`src/rtl/decode_pkg.sv`:
```
// Shared decode-stage types: immediate format selects and the registered entry layout.
// Widths here are defaults for the single-cycle path; parametrised users rebuild the entry locally.
// No timing or flow control lives in this package.
package decode_pkg;

    localparam int XLEN_DEF  = 32;
    localparam int TAG_W_DEF = 32;

    typedef enum logic [2:0] {
        IMM_I   = 3'd0,
        IMM_S   = 3'd1,
        IMM_B   = 3'd2,
        IMM_J   = 3'd3,
        IMM_U   = 3'd4,
        IMM_Z   = 3'd5,
        IMM_SH  = 3'd6,
        IMM_BAD = 3'd7
    } imm_src_e;

    typedef struct packed {
        logic [XLEN_DEF-1:0]  imm;
        logic [TAG_W_DEF-1:0] tag;
        logic                 illegal;
    } imm_entry_t;

endpackage

```
`src/rtl/imm_format.sv`:
```
// Immediate extraction and extension for one instruction word.
// Latency 0 (purely combinational).
// No flow control; the caller owns any handshake.
module imm_format
    import decode_pkg::*;
#(
    parameter int XLEN = XLEN_DEF
) (
    input  logic [31:0]     ins,
    input  logic [2:0]      imm_src,
    output logic [XLEN-1:0] imm,
    output logic            illegal
);

    // Built at 64 bits and truncated so RV32 and RV64 share one table.
    logic [63:0] imm_full;

    always_comb begin
        imm_full = '0;
        illegal  = 1'b0;
        case (imm_src_e'(imm_src))
            IMM_I:   imm_full = {{52{ins[31]}}, ins[31:20]};
            IMM_S:   imm_full = {{52{ins[31]}}, ins[31:25], ins[11:7]};
            IMM_B:   imm_full = {{51{ins[31]}}, ins[31], ins[7], ins[30:25], ins[11:8], 1'b0};
            IMM_J:   imm_full = {{43{ins[31]}}, ins[31], ins[19:12], ins[20], ins[30:21], 1'b0};
            IMM_U:   imm_full = {{32{ins[31]}}, ins[31:12], 12'b0};
            IMM_Z:   imm_full = {59'b0, ins[19:15]};
            IMM_SH:  imm_full = (XLEN == 64) ? {58'b0, ins[25:20]} : {59'b0, ins[24:20]};
            IMM_BAD: illegal  = 1'b1;
            default: illegal  = 1'b1;
        endcase
    end

    assign imm = imm_full[XLEN-1:0];

endmodule

```
`src/rtl/imm_gen_stage.sv`:
```
// Registered immediate generator between decode and ID/EX with a 2-entry skid buffer.
// Latency 1 cycle; full throughput while out_ready is high.
// in_ready depends only on the skid register, so out_ready never reaches it combinationally.
module imm_gen_stage
    import decode_pkg::*;
#(
    parameter int XLEN  = 32,
    parameter int TAG_W = 32
) (
    input  logic             clk,
    input  logic             rst,
    input  logic             flush,
    input  logic             in_valid,
    output logic             in_ready,
    input  logic [31:0]      ins,
    input  logic [2:0]       imm_src,
    input  logic [TAG_W-1:0] in_tag,
    output logic             out_valid,
    input  logic             out_ready,
    output logic [XLEN-1:0]  imm_op,
    output logic [TAG_W-1:0] out_tag,
    output logic             illegal
);

    generate
        if (XLEN != 32 && XLEN != 64) begin : g_bad_xlen
            $fatal(1, "imm_gen_stage: XLEN must be 32 or 64");
        end
    endgenerate

    typedef struct packed {
        logic [XLEN-1:0]  imm;
        logic [TAG_W-1:0] tag;
        logic             illegal;
    } entry_t;

    logic [XLEN-1:0] fmt_imm;
    logic            fmt_illegal;
    entry_t          new_entry;
    entry_t          main_q;
    entry_t          skid_q;
    logic            main_vld;
    logic            skid_vld;
    logic            accept;
    logic            main_free;

    imm_format #(.XLEN(XLEN)) u_imm_format (
        .ins     (ins),
        .imm_src (imm_src),
        .imm     (fmt_imm),
        .illegal (fmt_illegal)
    );

    assign new_entry = '{imm: fmt_imm, tag: in_tag, illegal: fmt_illegal};

    assign in_ready  = !skid_vld && !rst;
    assign accept    = in_valid && in_ready && !flush;
    assign main_free = !main_vld || out_ready;

    // Skid is only ever occupied while main is, so draining main always promotes skid first.
    always_ff @(posedge clk) begin
        if (rst) begin
            main_vld <= 1'b0;
            skid_vld <= 1'b0;
            main_q   <= '0;
            skid_q   <= '0;
        end else if (flush) begin
            main_vld <= 1'b0;
            skid_vld <= 1'b0;
        end else if (main_free) begin
            if (skid_vld) begin
                main_q   <= skid_q;
                main_vld <= 1'b1;
                skid_vld <= 1'b0;
            end else if (accept) begin
                main_q   <= new_entry;
                main_vld <= 1'b1;
            end else begin
                main_vld <= 1'b0;
            end
        end else if (accept) begin
            skid_q   <= new_entry;
            skid_vld <= 1'b1;
        end
    end

    assign out_valid = main_vld;
    assign imm_op    = main_q.imm;
    assign out_tag   = main_q.tag;
    assign illegal   = main_q.illegal;

endmodule
```
`config.mk`:
```
export PLATFORM = sky130hd
export DESIGN_NAME = imm_gen_stage
export DESIGN_NICKNAME = d
export VERILOG_FILES = /design/src/rtl/decode_pkg.sv /design/src/rtl/imm_format.sv /design/src/rtl/imm_gen_stage.sv
export SDC_FILE = /design/constraint.sdc
export NUM_CORES = 1
export LEC_CHECK = 0
export ABC_CLOCK_PERIOD_IN_PS = 2290
export CAP_MARGIN = 15
export CORE_UTILIZATION = 45
export CTS_CLUSTER_SIZE = 24
export DETAILED_ROUTE_END_ITERATION = 6
export DONT_BUFFER_PORTS = 1
export PLACE_DENSITY = 0.61
export SETUP_SLACK_MARGIN = 0.4
export SLEW_MARGIN = 5
export SYNTH_ARGS = -nofsm -noshare
export SYNTH_HDL_FRONTEND = slang
export SYNTH_SLANG_ARGS = --single-unit
```
`constraint.sdc`:
```
create_clock -name clk -period 2.29 [get_ports clk]
set_clock_uncertainty 0.15 [all_clocks]
set_input_delay 0.458 -clock clk [delete_from_list [all_inputs] [get_ports clk]]
set_output_delay 0.458 -clock clk [all_outputs]
set_load 0.005 [all_outputs]
```
==> results of run 1 <==
==> state kept, by name, indices dropped and copies added, names as in the netlist <==
| signal | flops |
|---|---|
| illegal | 1 |
| imm_op | 32 |
| out_tag | 32 |
| out_valid | 1 |
| skid_q | 65 |
| skid_vld | 1 |
==> logic make-up after synthesis <==
logic type,count (synthesis),synth area share
muxes,42,0.0736
and+or+nand+nor,240,0.206
AOI/OAI and AO/OA,180,0.211
buffers and inverters,68,0.0512
DFF,132,0.456
xor gates and xnor gates,1,0.00281
==> layer usage <==
layer	vias up	wire length [µm]	track usage
met2	123	7140	0.362
met4	0	261	0.0909
met1	2242	6040	0.253
met5	-	0	0
li1	2317	-	-
met3	17	1140	0.0753
==> worst register-to-register path, stage by stage, from the launching register on <==
cell and delay [ns]:
sky130_fd_sc_hd__dfxtp_4 0.42, sky130_fd_sc_hd__buf_8 0.23, sky130_fd_sc_hd__o211a_4 0.29, sky130_fd_sc_hd__buf_16 0.25, sky130_fd_sc_hd__nor2_1 0.10, sky130_fd_sc_hd__a211oi_1 0.26
==> per-stage QoR <==
step / area (µm²) / hold slack, ns / utilization / setup slack, ns
after global routing: 6640 / -0.0564 / 0.529 / 0.351
after detailed placement: 5860 / 0.291 / 0.467 / 0.0342
final: 6640 / -0.0370 / 0.529 / 0.484
after CTS: 6600 / -0.0445 / 0.525 / 0.401
after floorplan: 5800 / 0.277 / - / 0.424
after global placement: 5860 / 0.280 / 0.467 / 0.0841
==> Yosys cell counts (8+ instances only) <==
library cell / instances / area [µm²]
sky130_fd_sc_hd__mux2i_1: 37 / 370
sky130_fd_sc_hd__clkbuf_1: 31 / 116
sky130_fd_sc_hd__o211ai_1: 12 / 90.1
sky130_fd_sc_hd__a211oi_1: 65 / 488
sky130_fd_sc_hd__buf_2: 30 / 150
sky130_fd_sc_hd__nor2_1: 80 / 300
sky130_fd_sc_hd__nand4b_1: 12 / 105
sky130_fd_sc_hd__nand2_1: 80 / 300
sky130_fd_sc_hd__dfxtp_1: 132 / 2640
sky130_fd_sc_hd__nand3b_1: 26 / 195
sky130_fd_sc_hd__a21oi_1: 72 / 360
sky130_fd_sc_hd__and2_1: 8 / 50.1
==> where the power goes <==
part           switching, mW  internal [mW]  leakage (nW)
Clock                  0.989           2.16         0.334
Combinational          0.154          0.135         0.687
Sequential            0.0452           2.36          1.07
==> repair_timing <==
item	4_1_cts	5_1_grt
resized for setup	3	7
hold endpoints to repair	112	95
setup endpoints to repair	10	56
gates cloned	1	1
pin swaps	1	1
buffers inserted	0	1
==> path summary, 6_finish.rpt <==
check | cells after the start | endpoint | start
setup / recovery | 2 | in_ready | skid_vld
hold / removal | 1 | skid_q[32] | rst
setup reg to reg | 5 | out_tag[17] | skid_vld
hold reg to reg | 2 | skid_q[4] | skid_q[4]
==> cell type report <==
cell class | count | area share
inverters | 2 | 0.00170
multi-input cells | 464 | 0.436
clock inverters | 12 | 0.0333
clock buffers | 20 | 0.0720
flip-flops and latches | 132 | 0.399
repair buffers | 16 | 0.0258
well taps | 172 | 0.0324
==> flow_metrics.py, run 1 <==
metrics = {
    "outcome": {
        "run_status": "finished, violations left",
        "violations": "negative hold slack",
    },
    "clock_tree": {
        "cts.clk_slew.worst_paths_ns": 0.06,
        "postCtsHoldBufs": 1,
        "ctsHtreeMaxLevel": 4,
        "cts_tree": "done",
        "cts_root_buffer": "sky130_fd_sc_hd__clkbuf_16",
        "cts_made_buffers": 17,
        "maximum_buffer_depth_of_the_clock_tree": 2,
        "clk-insertion-delay-late_ns": 0.41,
        "cts.sinks": 132,
    },
    "sta": {
        "relSlewSlack": 0.332,
        "holdWs_ns": -0.0370,
        "post-route-period-util": 0.789,
        "final_hold_viol_count": 31,
        "period_needed_ns": 1.81,
        "worst_pin_slew_ns": 0.999,
        "finalMaxSlewViolations": 0,
        "tns_ns": 0,
        "max_freq_mhz": 554,
        "setup_viol_count_final": 0,
        "rsz0062_at_grt": "true",
    },
    "floorplan": {
        "die_height_um": 115,
        "io_pins": 139,
        "placement_rows": 41,
        "design.die.area_um2": 13300,
        "core_um2": 12600,
        "die_w_um": 115,
        "starting_utilization_of_the_core_area": 0.461,
    },
    "detailed_routing": {
        "totalWireLength_um": 14600,
        "avgRoutedWirePerCell_um": 17.8,
        "routed-via-count": 4699,
        "drt_antenna_net_count": 0,
        "detail_route.drc_violations": 0,
        "viasPerCell": 5.74,
        "detailedRoute.firstPassIterationCount": 4,
        "first_iter_violations": 367,
    },
    "grt": {
        "antenna_found_initial": 0,
        "grt_pass1_wl_um": 22300,
        "grt_use_total": 0.217,
        "first_global_vias": 4351,
        "grt_start_max_net_pins": 157,
        "total_gr_overflow": 0,
    },
    "place": {
        "gpl.final_weighted_congestion": 0.802,
        "numPortBuffers": 0,
        "dp.final_hpwl_um": 8940,
        "place_inst": 782,
    },
    "cells_and_area": {
        "sequential_cell_area_um2": 2650,
        "multi_input_comb_area_um2": 2900,
        "most-common-layout-cells": "sky130_fd_sc_hd__dfxtp_1 (130), sky130_fd_sc_hd__nor2_1 (79), sky130_fd_sc_hd__nand2_1 (79)",
        "mostFrequentLayoutCell": "sky130_fd_sc_hd__dfxtp_1",
        "drive_above_1_share": 0.105,
        "final_nets": 705,
        "nFillCells": 1183,
        "area_growth_syn_to_layout_pct": 14.6,
        "layout.cells.non_filler": 818,
        "n_antenna_cell": 0,
    },
    "synthesis": {
        "gate_count_after_technology_mapping": 663,
        "synthesis.yosys.warnings": 0,
        "synthArstFlopShare": 0,
        "synth.yosys.seq_area_share": 0.456,
        "total_standard_cell_area_after_synthesis_um2": 5800,
        "ys_seq_elements": 132,
        "synth_enable_flop_cells": 0,
        "post_synth_num_cell_types": 43,
        "number_of_nets_produced_by_synthesis": 735,
        "main_synth_ff_type": "sky130_fd_sc_hd__dfxtp_1",
        "mean_syn_cell_area_um2": 8.74,
    },
    "power_and_ir_drop": {
        "power.static_leakage_nw": 2.09,
        "power-per-cell-area_nw_per_um2": 879,
        "design_power_total_mw": 5.84,
        "max-vdd-ir-drop_uv": 433,
    },
    "setup_path": {
        "path_delay_family": "flip-flops",
        "critical_path_required_ns": 1.68,
        "critPathSlowestCell": "sky130_fd_sc_hd__dfxtp_4",
        "worst_setup_path_end_kind": "output port",
        "cp_slowest_stage_delay_ns": 0.39,
        "cp_num_buf_inv": 1,
        "regToRegSetupSlack_ns": 0.49,
        "worst-path-max-fanout": 29,
        "worst_setup_path_start_kind": "flop",
        "critPathKind": "reg -> out",
        "worstPathCellList": "buf_8 > nor2_2",
        "critical_path_arrival_ns": 1.20,
    },
    "worst_hold_path": {
        "worst_min_path_class": "in -> reg",
    },
    "flow_run": {
        "max-cap-violations": 0,
    },
}
(Power assumes the default switching activity.)
==> inputs of run 2 (changes only) <==
ABC_AREA = 1   (was not set)
ABC_CLOCK_PERIOD_IN_PS = 1700   (was 2290)
clock period = 1.7 ns   (was 2.29 ns; I/O delays follow)
==> run 2 against run 1 <==
  * The run still ends with negative hold slack left
  * Sequential cell count stayed put
  * Clock power is 18% higher
  * Utilization is 13 points higher
  * Combinational power is 93% higher
  * Sequential share of layout area is 7.3 points lower
  * Register-to-register slack worse by 0.39 ns
  * Total power is 28% higher
  * Area after synthesis is 0.30% lower
  * Critical path depth is 7 higher
  * Largest cell class unchanged
  * Largest power group unchanged
  * Highest routed layer unchanged
==> flow_metrics.py, run 2 <==
metrics = {
    "cells_and_area": {
        "final_core_util": 0.657,
        "drive_above_1_share": 0.237,
        "nFillCells": 1069,
        "final_nets": 990,
        "most-common-layout-cells": "sky130_fd_sc_hd__nand2_1 (234), sky130_fd_sc_hd__nor2_1 (122), sky130_fd_sc_hd__dfxtp_1 (103)",
        "largest_register": "skid_q",
        "largest_register_ffs": 65,
        "mostFrequentLayoutCell": "sky130_fd_sc_hd__nand2_1",
        "n_antenna_cell": 0,
        "area_growth_syn_to_layout_pct": 42.9,
        "multi_input_comb_area_um2": 3170,
        "layout.cells.non_filler": 1102,
        "sequential_cell_area_um2": 2690,
        "final_design_area_no_fill_um2": 8260,
    },
    "clock_tree": {
        "cts.sinks": 132,
        "cts.clk_slew.worst_paths_ns": 0.06,
        "maximum_buffer_depth_of_the_clock_tree": 2,
        "ctsHtreeMaxLevel": 4,
        "cts_tree": "done",
        "clk-insertion-delay-late_ns": 0.42,
        "cts_made_buffers": 17,
        "cts_root_buffer": "sky130_fd_sc_hd__clkbuf_16",
    },
    "grt": {
        "grt_start_max_net_pins": 80,
        "grt_use_total": 0.281,
        "first_global_vias": 5609,
        "grt_pass1_wl_um": 28400,
        "antenna_found_initial": 0,
        "total_gr_overflow": 0,
    },
    "sta": {
        "max_freq_mhz": 626,
        "period_needed_ns": 1.60,
        "setup_viol_count_final": 0,
        "worst_pin_slew_ns": 0.459,
        "finalMaxSlewViolations": 0,
        "relSlewSlack": 0.691,
        "rsz0062_at_grt": "true",
        "final_hold_viol_count": 26,
        "holdWs_ns": -0.170,
        "tns_ns": 0,
        "post-route-period-util": 0.939,
    },
    "floorplan": {
        "core_um2": 12600,
        "die_w_um": 115,
        "io_pins": 139,
        "starting_utilization_of_the_core_area": 0.460,
        "design.die.area_um2": 13300,
        "die_height_um": 115,
        "placement_rows": 41,
    },
    "setup_path": {
        "worst_setup_path_end_kind": "flop",
        "critPathKind": "reg -> reg",
        "worst_setup_path_start_kind": "flop",
        "critical_path_required_ns": 1.87,
        "timing.reg2reg.worst_path_depth": 9,
        "timing.rr.end": "out_tag[20]",
        "worst-path-max-fanout": 7,
        "critical_path_arrival_ns": 1.76,
        "rr_startpoint": "skid_vld",
        "regToRegSetupSlack_ns": 0.10,
    },
    "synthesis": {
        "yosysTopAreaCellShare": 0.457,
        "synth_enable_flop_cells": 0,
        "synthesis.yosys.warnings": 0,
        "gate_count_after_technology_mapping": 870,
        "synth_top_cells_by_count": "sky130_fd_sc_hd__nand2_1 (246), sky130_fd_sc_hd__nor2_1 (177), sky130_fd_sc_hd__dfxtp_1 (132), sky130_fd_sc_hd__o21ai_0 (99), sky130_fd_sc_hd__a21oi_1 (70)",
        "synthArstFlopShare": 0,
        "yosys.area.top_type": "sky130_fd_sc_hd__dfxtp_1",
        "netlist_top_cells_area": "sky130_fd_sc_hd__dfxtp_1 (46%), sky130_fd_sc_hd__nand2_1 (16%), sky130_fd_sc_hd__nor2_1 (11%)",
        "number_of_nets_produced_by_synthesis": 942,
        "post_synth_num_cell_types": 23,
        "mean_syn_cell_area_um2": 6.64,
        "total_standard_cell_area_after_synthesis_um2": 5780,
        "ys_seq_elements": 132,
        "main_synth_ff_type": "sky130_fd_sc_hd__dfxtp_1",
        "synth.most_common_cell": "sky130_fd_sc_hd__nand2_1",
        "synth.yosys.seq_area_share": 0.457,
    },
    "outcome": {
        "violations": "negative hold slack",
        "run_status": "finished, violations left",
    },
    "worst_hold_path": {
        "hold_end": "skid_q[62]",
        "hp-start": "rst",
        "hold_depth": 1,
        "worst_min_path_class": "in -> reg",
    },
    "power_and_ir_drop": {
        "power.static_leakage_nw": 3.56,
        "max-vdd-ir-drop_uv": 592,
        "power-per-cell-area_nw_per_um2": 904,
    },
    "place": {
        "gpl.final_weighted_congestion": 0.822,
        "numPortBuffers": 0,
        "place_inst": 1001,
        "dpl-instance-area_um2": 5980,
        "dp.final_hpwl_um": 9140,
    },
    "detailed_routing": {
        "drt_antenna_net_count": 0,
        "routed-via-count": 5879,
        "avgRoutedWirePerCell_um": 17.0,
        "totalWireLength_um": 18700,
        "viasPerCell": 5.33,
        "first_iter_violations": 443,
        "detailedRoute.firstPassIterationCount": 5,
        "wl_met1_um": 7490,
        "route.top_layer_used": "met4",
        "routed-wl-met3_um": 1380,
        "detail_route.drc_violations": 0,
        "met2_wirelength_um": 9370,
    },
    "flow_run": {
        "max-cap-violations": 0,
    },
}
## run 2: kinds of logic after synthesis
family	after synthesis	synth area share
flip-flops	132	0.457
AND/OR/NAND/NOR	446	0.299
AO/OA/AOI/OAI	181	0.162
buffers and inverters	111	0.0823
## run 2: per-layer routing
metal	vias up	global-route usage
li1	2865	-
met1	2761	0.325
met2	213	0.481
met3	40	0.0870
met4	0	0.116
met5	-	0
## run 2: through the flow
| step | worst slack, ns | total power [mW] | hold WS (ns) |
|---|---|---|---|
| detailed placement | 0.156 | 3.66 | 0.265 |
| CTS | 0.196 | 7.48 | -0.193 |
| global route | 0.0637 | 7.72 | -0.191 |
| global placement | 0.192 | 3.65 | 0.264 |
| floorplan | 0.264 | 3.59 | 0.284 |
| finish | 0.103 | 7.47 | -0.170 |
## run 2: worst max path at each step
stage	depth (start not counted)	slack, ns	endpoint	start
floorplan	8	0.26	imm_op[0]	rst
global placement	7	0.19	imm_op[22]	rst
detailed placement	7	0.16	imm_op[14]	rst
CTS	2	0.20	in_ready	skid_vld
global route	9	0.06	out_tag[20]	skid_vld
finish	9	0.10	out_tag[20]	skid_vld
## run 2: report_power, final
| group | internal, mW | leakage [nW] | switching [mW] | total, mW |
|---|---|---|---|---|
| clock network | 2.36 | 0.292 | 1.35 | 3.71 |
| logic | 0.229 | 2.18 | 0.328 | 0.557 |
| registers | 3.15 | 1.08 | 0.0465 | 3.20 |
## run 2: worst max-delay path, stage by stage, from the launching register on
cell	delay, ns
sky130_fd_sc_hd__dfxtp_4	0.37
sky130_fd_sc_hd__inv_6	0.09
sky130_fd_sc_hd__buf_6	0.11
sky130_fd_sc_hd__o21ai_4	0.06
sky130_fd_sc_hd__nand2_4	0.16
sky130_fd_sc_hd__inv_8	0.08
sky130_fd_sc_hd__buf_12	0.14
sky130_fd_sc_hd__clkbuf_16	0.16
sky130_fd_sc_hd__nor2_1	0.11
sky130_fd_sc_hd__nor2_1	0.06
## run 2: timing repair
| item | in CTS | in global routing |
|---|---|---|
| hold endpoints to repair | 72 | 32 |
| hold buffers | 32 | 4 |
| endpoints found under the setup margin | 139 | 154 |
| pin swaps | 46 | 31 |
| gates resized for setup | 153 | 81 |
| buffers inserted | 14 | 0 |
| gates cloned | 17 | 3 |
## run 2: final cells by class
cell class                      count  area share
Clock buffer                       21      0.0557
Clock inverter                     10      0.0159
Inverter                           54      0.0273
Multi-Input combinational cell    627       0.383
Sequential cell                   132       0.325
Tap cell                          172      0.0261
Timing Repair Buffer               86       0.166
